File: src/rtl/mux8_reg.sv
`default_nettype none
// ============================================================================
// Module   : mux8_reg
// Purpose  : 2:1 word select with a zero-latency output and a registered,
//            enable-gated output.
// Revision : 1.0
// ============================================================================
module mux8_reg #(
   parameter int               WIDTH   = 8,
   parameter logic [WIDTH-1:0] RST_VAL = '0
) (
   input  logic             clk,
   input  logic             rst_n,
   input  logic [WIDTH-1:0] a,
   input  logic [WIDTH-1:0] b,
   input  logic             s,
   input  logic             en,
   output logic [WIDTH-1:0] y,
   output logic [WIDTH-1:0] y_q
);

   logic [WIDTH-1:0] w_y;
   logic [WIDTH-1:0] r_y_q;

   // Per-bit conditional: an unknown select resolves to the operand bit when
   // both operands agree, and to x otherwise.
   for (genvar i = 0; i < WIDTH; i++) begin : g_bit
      assign w_y[i] = s ? b[i] : a[i];
   end

   always_ff @(posedge clk or negedge rst_n) begin
      if (!rst_n) begin
         r_y_q <= RST_VAL;
      end else if (en) begin
         r_y_q <= w_y;
      end
   end

   assign y   = w_y;
   assign y_q = r_y_q;

endmodule
`default_nettype wire

File: config.mk
export PLATFORM = sky130hd
export DESIGN_NAME = mux8_reg
export DESIGN_NICKNAME = d
export VERILOG_FILES = /design/src/rtl/mux8_reg.sv
export SDC_FILE = /design/constraint.sdc
export NUM_CORES = 1
export LEC_CHECK = 0
export CAP_MARGIN = 0
export CORE_UTILIZATION = 28
export CTS_CLUSTER_DIAMETER = 60
export CTS_CLUSTER_SIZE = 8
export DETAILED_ROUTE_END_ITERATION = 10
export HOLD_SLACK_MARGIN = 0.03
export PLACE_DENSITY = 0.7
export SYNTH_ARGS = -nofsm -noshare
export SYNTH_HDL_FRONTEND = slang
export SYNTH_SLANG_ARGS = --single-unit
export TNS_END_PERCENT = 50
File: constraint.sdc
create_clock -name clk -period 1 [get_ports clk]
set_input_delay 0.3 -clock clk [delete_from_list [all_inputs] [get_ports clk]]
set_output_delay 0.3 -clock clk [all_outputs]
set_load 0.01 [all_outputs]
### Word level (Yosys, flattened, before mapping)

Index checks and enable logic that the tools add are counted.

| storage, ports and cells | value |
|---|---|
| flip-flop bits (word level) | 8 |
| bits in latches | 0 |
| RAM bits | 0 |
| ROM bits | 0 |
| input bits | 20 |
| memories | 0 |

| operators by class | value |
|---|---|
| $add $sub $neg | 0 |
| multipliers | 0 |
| divide/modulo/power cells | 0 |
| magnitude comparators | 0 |
| equality and inequality tests | 0 |
| shifts and indexed selects | 0 |
| multiplexer cells | 8 |
| bitwise operators | 0 |
| reduce and logical (&&, ||, !) cells | 0 |

Operators with widths:

| operator | number |
|---|---|
| 1-bit two-way mux | 8 |

### Depth between registers and ports, before layout

| logic depth | value |
|---|---|
| depth after elaboration | 1 |
| gate-level depth with buffers | 3 |

### Worst setup path before layout

OpenSTA, ideal clock, no wires.

| timing | value |
|---|---|
| path type | input port to flip-flop |
| from | in s |
| to | reg r_y_q[0] (netlist: y_q[0]) |
| library setup time | 0.125 ns |
| arrival | 1.001 ns |
| slack | -0.126 ns |
| stages on the path | 3 |
| path through | buf_6 mux2_4 mux2_4 |

| on the way | value |
|---|---|
| word-level cells in the longest chain between the ends | 1 |

Ends and longest elaborated chain:

| element | RTL line | source |
|---|---|---|
| start: declaration | 16 | `input logic s,` |
| 1-bit two-way mux | 28 | `assign w_y[i] = s ? b[i] : a[i];` |
| net y[0] | 18 | `output logic [WIDTH-1:0] y,` |
| end signal: assignment | 35 | `r_y_q <= w_y;` |
| end: declaration | 23 | `logic [WIDTH-1:0] r_y_q;` |

The timed path passes the listed nets, and every way through them passes these cells.
A chain may end at the register's enable or synchronous reset.

### Worst setup path after layout

| timing | value |
|---|---|
| from | in s |
| to | out y[3] |

| on the way | value |
|---|---|
| word-level cells in the longest chain between the ends | 1 |

Ends and longest elaborated chain:

| element | RTL line |
|---|---|
| 1-bit two-way mux | 28 |
| end: declaration | 18 |

Every way passes these cells.

==> run summary <==
TritonCTS Buffers -> 3
Worst EP required -> 700 ps
Seq/Total Area, Yosys -> 0.438
clock-pin slew on the worst setup and hold paths -> 50 ps
CTS tree -> built
post-DR wirelength/cell -> 12.3 um
Mapped Cells -> 26
reg2reg start -> y_q[3]
Final Non-Filler Cells -> 90
failing checks -> negative setup slack
GRT Total Usage -> 0.135
Die Footprint -> 1800 sq um
post-detailed-route count of antenna-violating nets -> 0
cell at the slowest stage of the critical path -> mux2_4
metal1 wirelength -> 411 um
global route overflow -> 0
Bufs on Longest Clock Path -> 2
crit-path max FO -> 5
Root Driver -> clkbuf_4
Most common cell on crit path -> buf_8
vias per cell -> 4.52
Initial Util -> 0.303
DR WL met2 -> 592 um
clock tree sinks -> 8
Final Hold Vio Count -> 0
Pleak -> 0.000493 uW
setup tns final -> -2610 ps
Crit. End Element -> output port
largest net degree at the start of global routing -> 9
outcome -> complete, but fails checks
via count -> 407
pwr dens -> 1140 nW/um^2
Synth top area share -> 0.526
Peak VDD IR -> 0.820 mV
Yosys cell types -> 4
Hold Crit Class -> input pin to asynchronous set/reset pin
chip width -> 42.4 um
final core utilization -> 0.600
clk_skew -> 0 ps
placed cell count -> 83
worst setup path class -> input pin to output port
Layout area overhead -> 97.8%
DP Area -> 871 sq um
CP top delay family -> buffers and inverters
vias in the first global route -> 426
crit start category -> input pin
met3 WL -> 82 um
die height -> 42.4 um
Post-route DRC -> 0
unrepaired setup endpoints after global routing -> true
crit share post-route -> 1.25
min Tclk post-route -> 1250 ps
worst r2r path cells -> 3
layout cell share with drive strength beyond 1 -> 0.649
final worst slack -> -252 ps
design area -> 903 sq um
Post-Synthesis Cell Area -> 457 sq um
number of setup violations in the final report -> 19
flops & latches, synth -> 8
cts hold-fix bufs -> 0
# diodes -> 0
max reg flops -> 8
syn_nets -> 46
H-tree lvl count -> 1
IO Port Bufs -> 35
drt first pass iters -> 4
max-cap violations -> 0
cells along the critical path -> buf_8 > buf_8 > mux2_4 > buf_6
top sig layer -> met4
largest cells by area after synthesis -> mux2_4 53%, dfrtp_1 44%, buf_6 2.5%
R2R Setup Slk -> 10 ps
syn_area_per_cell -> 17.6 sq um
initial antenna violation count -> 0
Placer Congestion -> 0.701
crit path DAT -> 950 ps
latest clock arrival within the worst-skew pair -> 240 ps
core area -> 1510 sq um
final slew viol count -> 0
fmax -> 799 MHz
post-synth top area cell -> mux2_4
post-DP HPWL -> 894 um
slowest stage delay, CP -> 300 ps
Slew headroom -> 0.754
Crit path buffers/inverters -> 3
first-pass GRT wire length -> 1.79 mm
Ports -> 36
worst-margin pin slew -> 368 ps
count of yosys warnings during synthesis -> 0
Nets -> 96
Worst R2R End -> y_q[3]
row count -> 14
Routed WL -> 1.11 mm
DRT iter0 DRCs -> 4
-- cells by family after synthesis --
logic type / synth area share
buffers and inverters: 0.0356
flip-flops: 0.438
multiplexers: 0.526
-- area by class of cell --
class,instances,area (sq um)
Tap cell,16,20.0
Sequential cell,8,200
Timing Repair Buffer,47,420
Fill cell,135,603
Multi-Input combinational cell,16,240
Clock buffer,3,22.5
-- cell usage in the layout (no fill, tap or decap) --
cell | Yosys | layout
mux2_4 | 16 | 16
dlygate4sd2_1 | 0 | 16
buf_6 | 1 | 12
buf_2 | 0 | 8
dfrtp_1 | 8 | 8
buf_4 | 0 | 7
clkbuf_4 | 0 | 3
buf_8 | 0 | 2
dlymetal6s2s_1 | 0 | 1
clkdlybuf4s50_1 | 0 | 1
-- how the worst max path moves through the flow --
stage / start / endpoint / slack, ps / cells after the start
floorplan: s / y_q[0] / -110 / 3
global placement: s / y[4] / -1030 / 4
detailed placement: s / y[0] / -1040 / 4
CTS: s / y[3] / -250 / 4
global route: s / y[3] / -260 / 4
finish: s / y[3] / -250 / 4
-- per-layer routing --
layer	vias to the layer above	global-route usage
li1	189	-
met1	195	0.144
met2	21	0.228
met3	2	0.0388
met4	0	0.0938
met5	-	0
-- metrics by stage --
| stage | total power [uW] | hold WS, ps | setup WS, ps |
|---|---|---|---|
| 2_1_floorplan | 561 | 4.41 | -109 |
| 3_3_place_gp | 808 | 495 | -1030 |
| 3_5_place_dp | 814 | 492 | -1040 |
| 4_1_cts | 1050 | 329 | -252 |
| 5_1_grt | 1100 | 340 | -261 |
| 6_report | 1030 | 330 | -252 |
-- cell usage after synthesis --
cell and count:
dfrtp_1 8, buf_6 1, mux2_4 16, clkbuf_2 1
-- power by group --
part	internal (uW)	switching, uW	total, uW
Sequential	365	19.0	384
Combinational	270	133	404
Clock	137	103	240
Total	772	256	1030
-- worst reg2reg max path, cell delays in order, from the launching register on --
cell,delay (ps)
dfrtp_1,370
buf_4,130
buf_4,120
mux2_4,260
-- what timing repair did --
action	in CTS	in global routing
pin swaps	0	0
resized for setup	95	6
setup buffers	4	0
setup endpoints to repair	24	24
Power figures use the tool's default switching activity.
